[config.mk]
export PLATFORM = sky130hd
export DESIGN_NAME = regfile_mp
export DESIGN_NICKNAME = d
export VERILOG_FILES = /design/src/rtl/regfile_pkg.sv /design/src/rtl/regfile_clr_seq.sv /design/src/rtl/regfile_mp.sv
export SDC_FILE = /design/constraint.sdc
export NUM_CORES = 2
export LEC_CHECK = 0
export BUFFER_PORTS_ARGS = -buffer_cell sky130_fd_sc_hd__buf_2
export CORE_ASPECT_RATIO = 1.4
export CORE_MARGIN = 2
export CORE_UTILIZATION = 58
export DETAILED_ROUTE_END_ITERATION = 12
export HOLD_SLACK_MARGIN = 0.15
export PLACE_DENSITY_LB_ADDON = 0.3
export SYNTH_ARGS = -nofsm -noshare
export SYNTH_HDL_FRONTEND = slang
export SYNTH_SLANG_ARGS = --single-unit
export TNS_END_PERCENT = 50
[constraint.sdc]
create_clock -name clk -period 4.7 [get_ports clk]
set_input_delay 0.94 -clock clk [delete_from_list [all_inputs] [get_ports clk]]
set_output_delay 0.94 -clock clk [all_outputs]
set_load 0.02 [all_outputs]
[src/rtl/regfile_pkg.sv]
// Shared types and core-configuration constants for the multi-port register file.
package regfile_pkg;

    // Default core configuration: register width and register count.
    localparam int XLEN  = 32;
    localparam int NREGS = 32;

    // Clear-sequencer states: sweeping the array to zero, or open for traffic.
    typedef enum logic {
        RF_CLEAR = 1'b0,
        RF_READY = 1'b1
    } rf_state_t;

endpackage : regfile_pkg

[src/rtl/regfile_clr_seq.sv]
// Post-reset clear sequencer: walks every entry once, writing zero, then
// raises ready. The current state is exported for observation.
module regfile_clr_seq
    import regfile_pkg::*;
#(
    parameter int DEPTH  = NREGS,
    parameter int ADDR_W = $clog2(DEPTH)
) (
    input  logic              clk,
    input  logic              rst,
    output logic              clr_we,
    output logic [ADDR_W-1:0] clr_addr,
    output logic              ready,
    output rf_state_t         state
);

    localparam logic [ADDR_W-1:0] LAST_ADDR = ADDR_W'(DEPTH - 1);

    rf_state_t         state_q;
    rf_state_t         state_d;
    logic [ADDR_W-1:0] clr_ptr_q;
    logic [ADDR_W-1:0] clr_ptr_d;

    // State and sweep-pointer registers; reset restarts the sweep from entry 0.
    always_ff @(posedge clk) begin
        if (rst) begin
            state_q   <= RF_CLEAR;
            clr_ptr_q <= '0;
        end else begin
            state_q   <= state_d;
            clr_ptr_q <= clr_ptr_d;
        end
    end

    // Next-state logic: one entry cleared per edge; the edge that clears the
    // last entry moves to READY, so ready rises exactly DEPTH edges after reset.
    always_comb begin
        state_d   = state_q;
        clr_ptr_d = clr_ptr_q;
        clr_we    = 1'b0;
        case (state_q)
            RF_CLEAR: begin
                // No sweep write on a reset edge; only the sequencer restarts.
                clr_we    = !rst;
                clr_ptr_d = clr_ptr_q + 1'b1;
                if (clr_ptr_q == LAST_ADDR) begin
                    state_d = RF_READY;
                end
            end
            RF_READY: begin
                state_d = RF_READY;
            end
            default: begin
                state_d   = RF_CLEAR;
                clr_ptr_d = '0;
            end
        endcase
    end

    // ready is a pure decode of the registered state, so it changes only on edges.
    assign ready    = (state_q == RF_READY);
    assign clr_addr = clr_ptr_q;
    assign state    = state_q;

endmodule : regfile_clr_seq

[src/rtl/regfile_mp.sv]
// Multi-port register file: two prioritised write ports, NUM_RD combinational
// read ports with optional same-cycle write bypass and hardwired-zero entry 0.
//
// Handshake: there is no per-transaction valid/ready. ready is a level that
// stays low from reset until the clear sweep completes. While ready is low,
// we0/we1 are ignored and every rdata lane reads zero; while ready is high a
// write presented with its enable is committed at the next posedge and reads
// are valid in the same cycle the address is presented.
module regfile_mp
    import regfile_pkg::*;
#(
    parameter int DATA_W   = XLEN,
    parameter int DEPTH    = NREGS,
    parameter int NUM_RD   = 2,
    parameter int BYPASS   = 1,
    parameter int ZERO_REG = 1,
    localparam int ADDR_W  = $clog2(DEPTH)
) (
    input  logic                     clk,
    input  logic                     rst,
    input  logic                     we0,
    input  logic [ADDR_W-1:0]        waddr0,
    input  logic [DATA_W-1:0]        wdata0,
    input  logic                     we1,
    input  logic [ADDR_W-1:0]        waddr1,
    input  logic [DATA_W-1:0]        wdata1,
    input  logic [NUM_RD*ADDR_W-1:0] raddr,
    output logic [NUM_RD*DATA_W-1:0] rdata,
    output logic                     ready
);

    localparam bit HAS_ZERO   = (ZERO_REG != 0);
    localparam bit HAS_BYPASS = (BYPASS != 0);

    logic              clr_we;
    logic [ADDR_W-1:0] clr_addr;
    rf_state_t         rf_state;
    logic              accepting;
    logic              wr0_en;
    logic              wr1_en;
    logic              wr0_cmt;

    // Storage; its only initialisation is the clear sweep.
    logic [DATA_W-1:0] mem [DEPTH];

    regfile_clr_seq #(
        .DEPTH  (DEPTH),
        .ADDR_W (ADDR_W)
    ) u_clr_seq (
        .clk      (clk),
        .rst      (rst),
        .clr_we   (clr_we),
        .clr_addr (clr_addr),
        .ready    (ready),
        .state    (rf_state)
    );

    // Write qualification: only in READY, and never into a hardwired-zero entry 0.
    always_comb begin
        accepting = (rf_state == RF_READY);
        wr1_en    = we1 && accepting && !(HAS_ZERO && (waddr1 == '0));
        wr0_en    = we0 && accepting && !(HAS_ZERO && (waddr0 == '0));
        // Port 1 owns a shared address; port 0's data is dropped.
        wr0_cmt   = wr0_en && !(wr1_en && (waddr1 == waddr0));
    end

    // Array update: the clear sweep has the array to itself; otherwise both
    // write ports may commit on the same edge to different entries.
    always_ff @(posedge clk) begin
        if (clr_we) begin
            mem[clr_addr] <= '0;
        end else begin
            if (wr0_cmt) begin
                mem[waddr0] <= wdata0;
            end
            if (wr1_en) begin
                mem[waddr1] <= wdata1;
            end
        end
    end

    // One combinational read lane per port.
    genvar gi;
    for (gi = 0; gi < NUM_RD; gi++) begin : g_rd
        logic [ADDR_W-1:0] ra;
        logic [DATA_W-1:0] rd;

        assign ra = raddr[gi*ADDR_W +: ADDR_W];

        // Read mux: bypass (port 1 first) over array, then zero-entry and clear masking.
        always_comb begin
            rd = mem[ra];
            if (HAS_BYPASS && wr1_en && (waddr1 == ra)) begin
                rd = wdata1;
            end else if (HAS_BYPASS && wr0_en && (waddr0 == ra)) begin
                rd = wdata0;
            end
            if (HAS_ZERO && (ra == '0)) begin
                rd = '0;
            end
            if (!ready) begin
                rd = '0;
            end
        end

        assign rdata[gi*DATA_W +: DATA_W] = rd;
    end

endmodule : regfile_mp
==> flow_metrics.py <==
metrics = {
    "run_status": {
        "status": "finished, final reports clean",
    },
    "clock_network": {
        "h-tree-depth": 3,
        "cts-buffers-inserted": 101,
        "cts_setup_buffers": 0,
        "clkSlewWorstSetupHoldPaths_ns": 0.06,
        "clock_latency_ns": 0.74,
        "cts-root-buf": "clkbuf_16",
        "clk_path_buf_depth": 3,
        "cts_tree": "built",
        "cts_sinks": 1030,
        "post_cts_resized": 0,
        "hold_buffers": 0,
    },
    "logic_synthesis": {
        "ys_ff_latch": 1030,
        "synth-edff-count": 1024,
        "seq_area_frac_synth": 0.516,
        "syn-cell-area_mm2": 0.0598,
        "yosys_warnings": 0,
        "avgSynthCellArea_um2": 11.6,
        "async_reset_ff_frac": 0,
        "synth_ff_type": "edfxtp_1",
        "syn-instance-count": 5169,
        "syn_nets": 5259,
        "ys_types": 52,
    },
    "die": {
        "die_w_um": 275,
        "initial_core_util": 0.584,
        "core.rowCount": 139,
        "die_area_mm2": 0.106,
        "die_y_um": 384,
        "core_mm2": 0.102,
        "ioPinCount": 153,
    },
    "final_layout": {
        "area_growth_pct": 11.3,
        "instances_no_fill": 6462,
        "seq_area_mm2": 0.0309,
        "nFillCells": 7379,
        "drive_above_1_share": 0.214,
        "final_cell_mix": "1,039 x o21ai_0, 1,035 x nand2_1, 1,024 x edfxtp_1",
        "layout_commonest_cell": "o21ai_0",
        "multi_input_area_mm2": 0.0269,
        "fin_nets": 5120,
    },
    "grt": {
        "overflow": 0,
        "antenna_found_initial": 5,
        "grt_pass1_wl_mm": 319,
        "grt.total_usage": 0.427,
        "grt_pass1_vias": 47500,
        "grt_max_degree": 69,
    },
    "route": {
        "drt_iter0_drc": 8302,
        "dr.pass1.iters": 8,
        "drcViolationCount": 0,
        "viasPerCell": 7.51,
        "wl_mm": 224,
        "avgRoutedWirePerCell_um": 34.7,
        "ant_nets": 0,
        "vias": 48500,
    },
    "placed_design": {
        "gp_congestion": 0.915,
        "io_buffers": 152,
        "placed_cells": 6266,
        "place_hpwl_mm": 129,
    },
    "sta": {
        "hold_viol": 0,
        "fmax_ghz": 0.215,
        "fin_crit_sh": 0.991,
        "tightest_slew_ns": 1.15,
        "relSlewSlack": 0.235,
        "skew_ns": 0.0381,
        "finalCriticalPeriod_ns": 4.66,
        "fin_setup_tns_ns": 0,
        "hold_slack_ns": 0.539,
        "rsz0062_at_grt": "no",
        "slew_viol_final": 0,
        "setup_viol": 0,
    },
    "pwr": {
        "p_total_mw": 20.2,
        "leakage_nw": 20.8,
        "power_density_mw_per_mm2": 304,
        "ir_worst_vdd_mv": 0.311,
    },
    "setup_path": {
        "path_max_fanout": 33,
        "worstSetupPathType": "input port to output pin",
        "timing.critical_path.from_type": "input port",
        "crit_arrival_ns": 3.72,
        "endpoint_kind": "output pin",
        "critical_path_required_ns": 3.76,
    },
    "worst_hold_path": {
        "hp-class": "input port to flip-flop",
    },
    "job": {
        "drv_cap": 0,
    },
}
-- final cells by class --
cell class / count / share of cell area
sequential: 1030 / 0.464
multi-input combinational: 3438 / 0.404
timing repair buffer: 411 / 0.0530
clock buffer: 119 / 0.0396
tap: 1339 / 0.0252
clock inverter: 69 / 0.0110
inverter: 48 / 0.00271
antenna: 8 / 0.000301
-- cells in the mapped netlist (6+ instances only) --
| master | count | share of area |
|---|---|---|
| nor2_1 | 114 | 0.0072 |
| clkbuf_1 | 509 | 0.032 |
| nand3_1 | 34 | 0.0028 |
| dfxtp_1 | 6 | 0.0020 |
| a22oi_1 | 85 | 0.011 |
| o22ai_1 | 89 | 0.0093 |
| mux4_2 | 431 | 0.16 |
| o221ai_1 | 97 | 0.014 |
| xnor2_1 | 10 | 0.0015 |
| nor3_1 | 6 | 0.00050 |
| inv_1 | 48 | 0.0030 |
| a31oi_1 | 11 | 0.0012 |
| a21o_1 | 7 | 0.00088 |
| o32ai_1 | 6 | 0.00088 |
| a221o_1 | 11 | 0.0018 |
| buf_1 | 40 | 0.0025 |
| nand2_1 | 1037 | 0.065 |
| a21boi_0 | 32 | 0.0040 |
| xor2_1 | 18 | 0.0026 |
| a311oi_1 | 32 | 0.0047 |
| mux2i_1 | 228 | 0.038 |
| a41oi_2 | 9 | 0.0024 |
| buf_4 | 12 | 0.0015 |
| o21ai_0 | 1039 | 0.087 |
| edfxtp_1 | 1024 | 0.51 |
| nand2b_1 | 27 | 0.0028 |
| nor2b_1 | 24 | 0.0025 |
| a211o_1 | 15 | 0.0022 |
| o32a_1 | 11 | 0.0018 |
| buf_2 | 86 | 0.0072 |
| a22o_1 | 32 | 0.0047 |
-- path summary, 6_finish.rpt --
path	startpoint	end	slack (ns)	cells after the start
max	raddr[4]	rdata[2]	0.04	8
min	rst	u_clr_seq.clr_addr[2]$_SDFFE_PP0N_	0.54	2
max reg2reg	u_clr_seq.ready$_SDFF_PP0_	mem[21][18]$_DFFE_PP_	0.89	8
min reg2reg	u_clr_seq.clr_addr[1]$_SDFFE_PP0N_	u_clr_seq.clr_addr[1]$_SDFFE_PP0N_	0.60	2
-- routing by layer --
metal | vias up | part of all wire | track usage | routed length [um]
met4 | 0 | 0.10 | 0.347 | 23000
met5 | - | 0 | 0 | 0
met1 | 23000 | 0.29 | 0.503 | 65900
met3 | 1403 | 0.16 | 0.130 | 35400
li1 | 19400 | - | - | -
met2 | 4728 | 0.45 | 0.648 | 99700
-- power breakdown --
part / internal, mW / switching [mW] / total (mW)
Sequential: 10.0 / 0.0273 / 10.0
Combinational: 0.640 / 1.04 / 1.68
Clock: 4.74 / 3.79 / 8.52
-- worst max-delay path, cell delays in order --
cell and delay, ns:
buf_4 0.17, buf_4 0.57, o221ai_1 0.32, o32a_1 0.24, a31oi_1 0.77, o22ai_1 0.22
a221o_1 0.30, buf_2 0.16
-- per-stage QoR --
step	util	instance area, um2	setup slack (ns)
floorplan	-	59800	0.119
global placement	0.617	63200	0.384
detailed placement	0.617	63200	0.368
CTS	0.649	66500	0.380
global route	0.649	66500	0.121
finish	0.650	66500	0.0423
-- registers in the layout (all words and copies together), names as in the netlist --
register and cells:
u_clr_seq.ready 1, mem 1024, u_clr_seq.clr_addr 5
-- kinds of logic (layout without fill, tap and decap cells) --
group / Yosys count / in the layout / share of synthesized area
adder cells (fa/ha/maj): 2 / 2 / 0.000418
buffers and inverters: 701 / 647 / 0.0470
XOR/XNOR: 28 / 28 / 0.00410
AO/OA/AOI/OAI: 1485 / 1485 / 0.147
other: 0 / 8 / 0
flip-flops: 1030 / 1030 / 0.516
AND/OR/NAND/NOR: 1264 / 1264 / 0.0841
multiplexers: 659 / 659 / 0.201
Note: power is estimated with default switching activity, not from simulation.
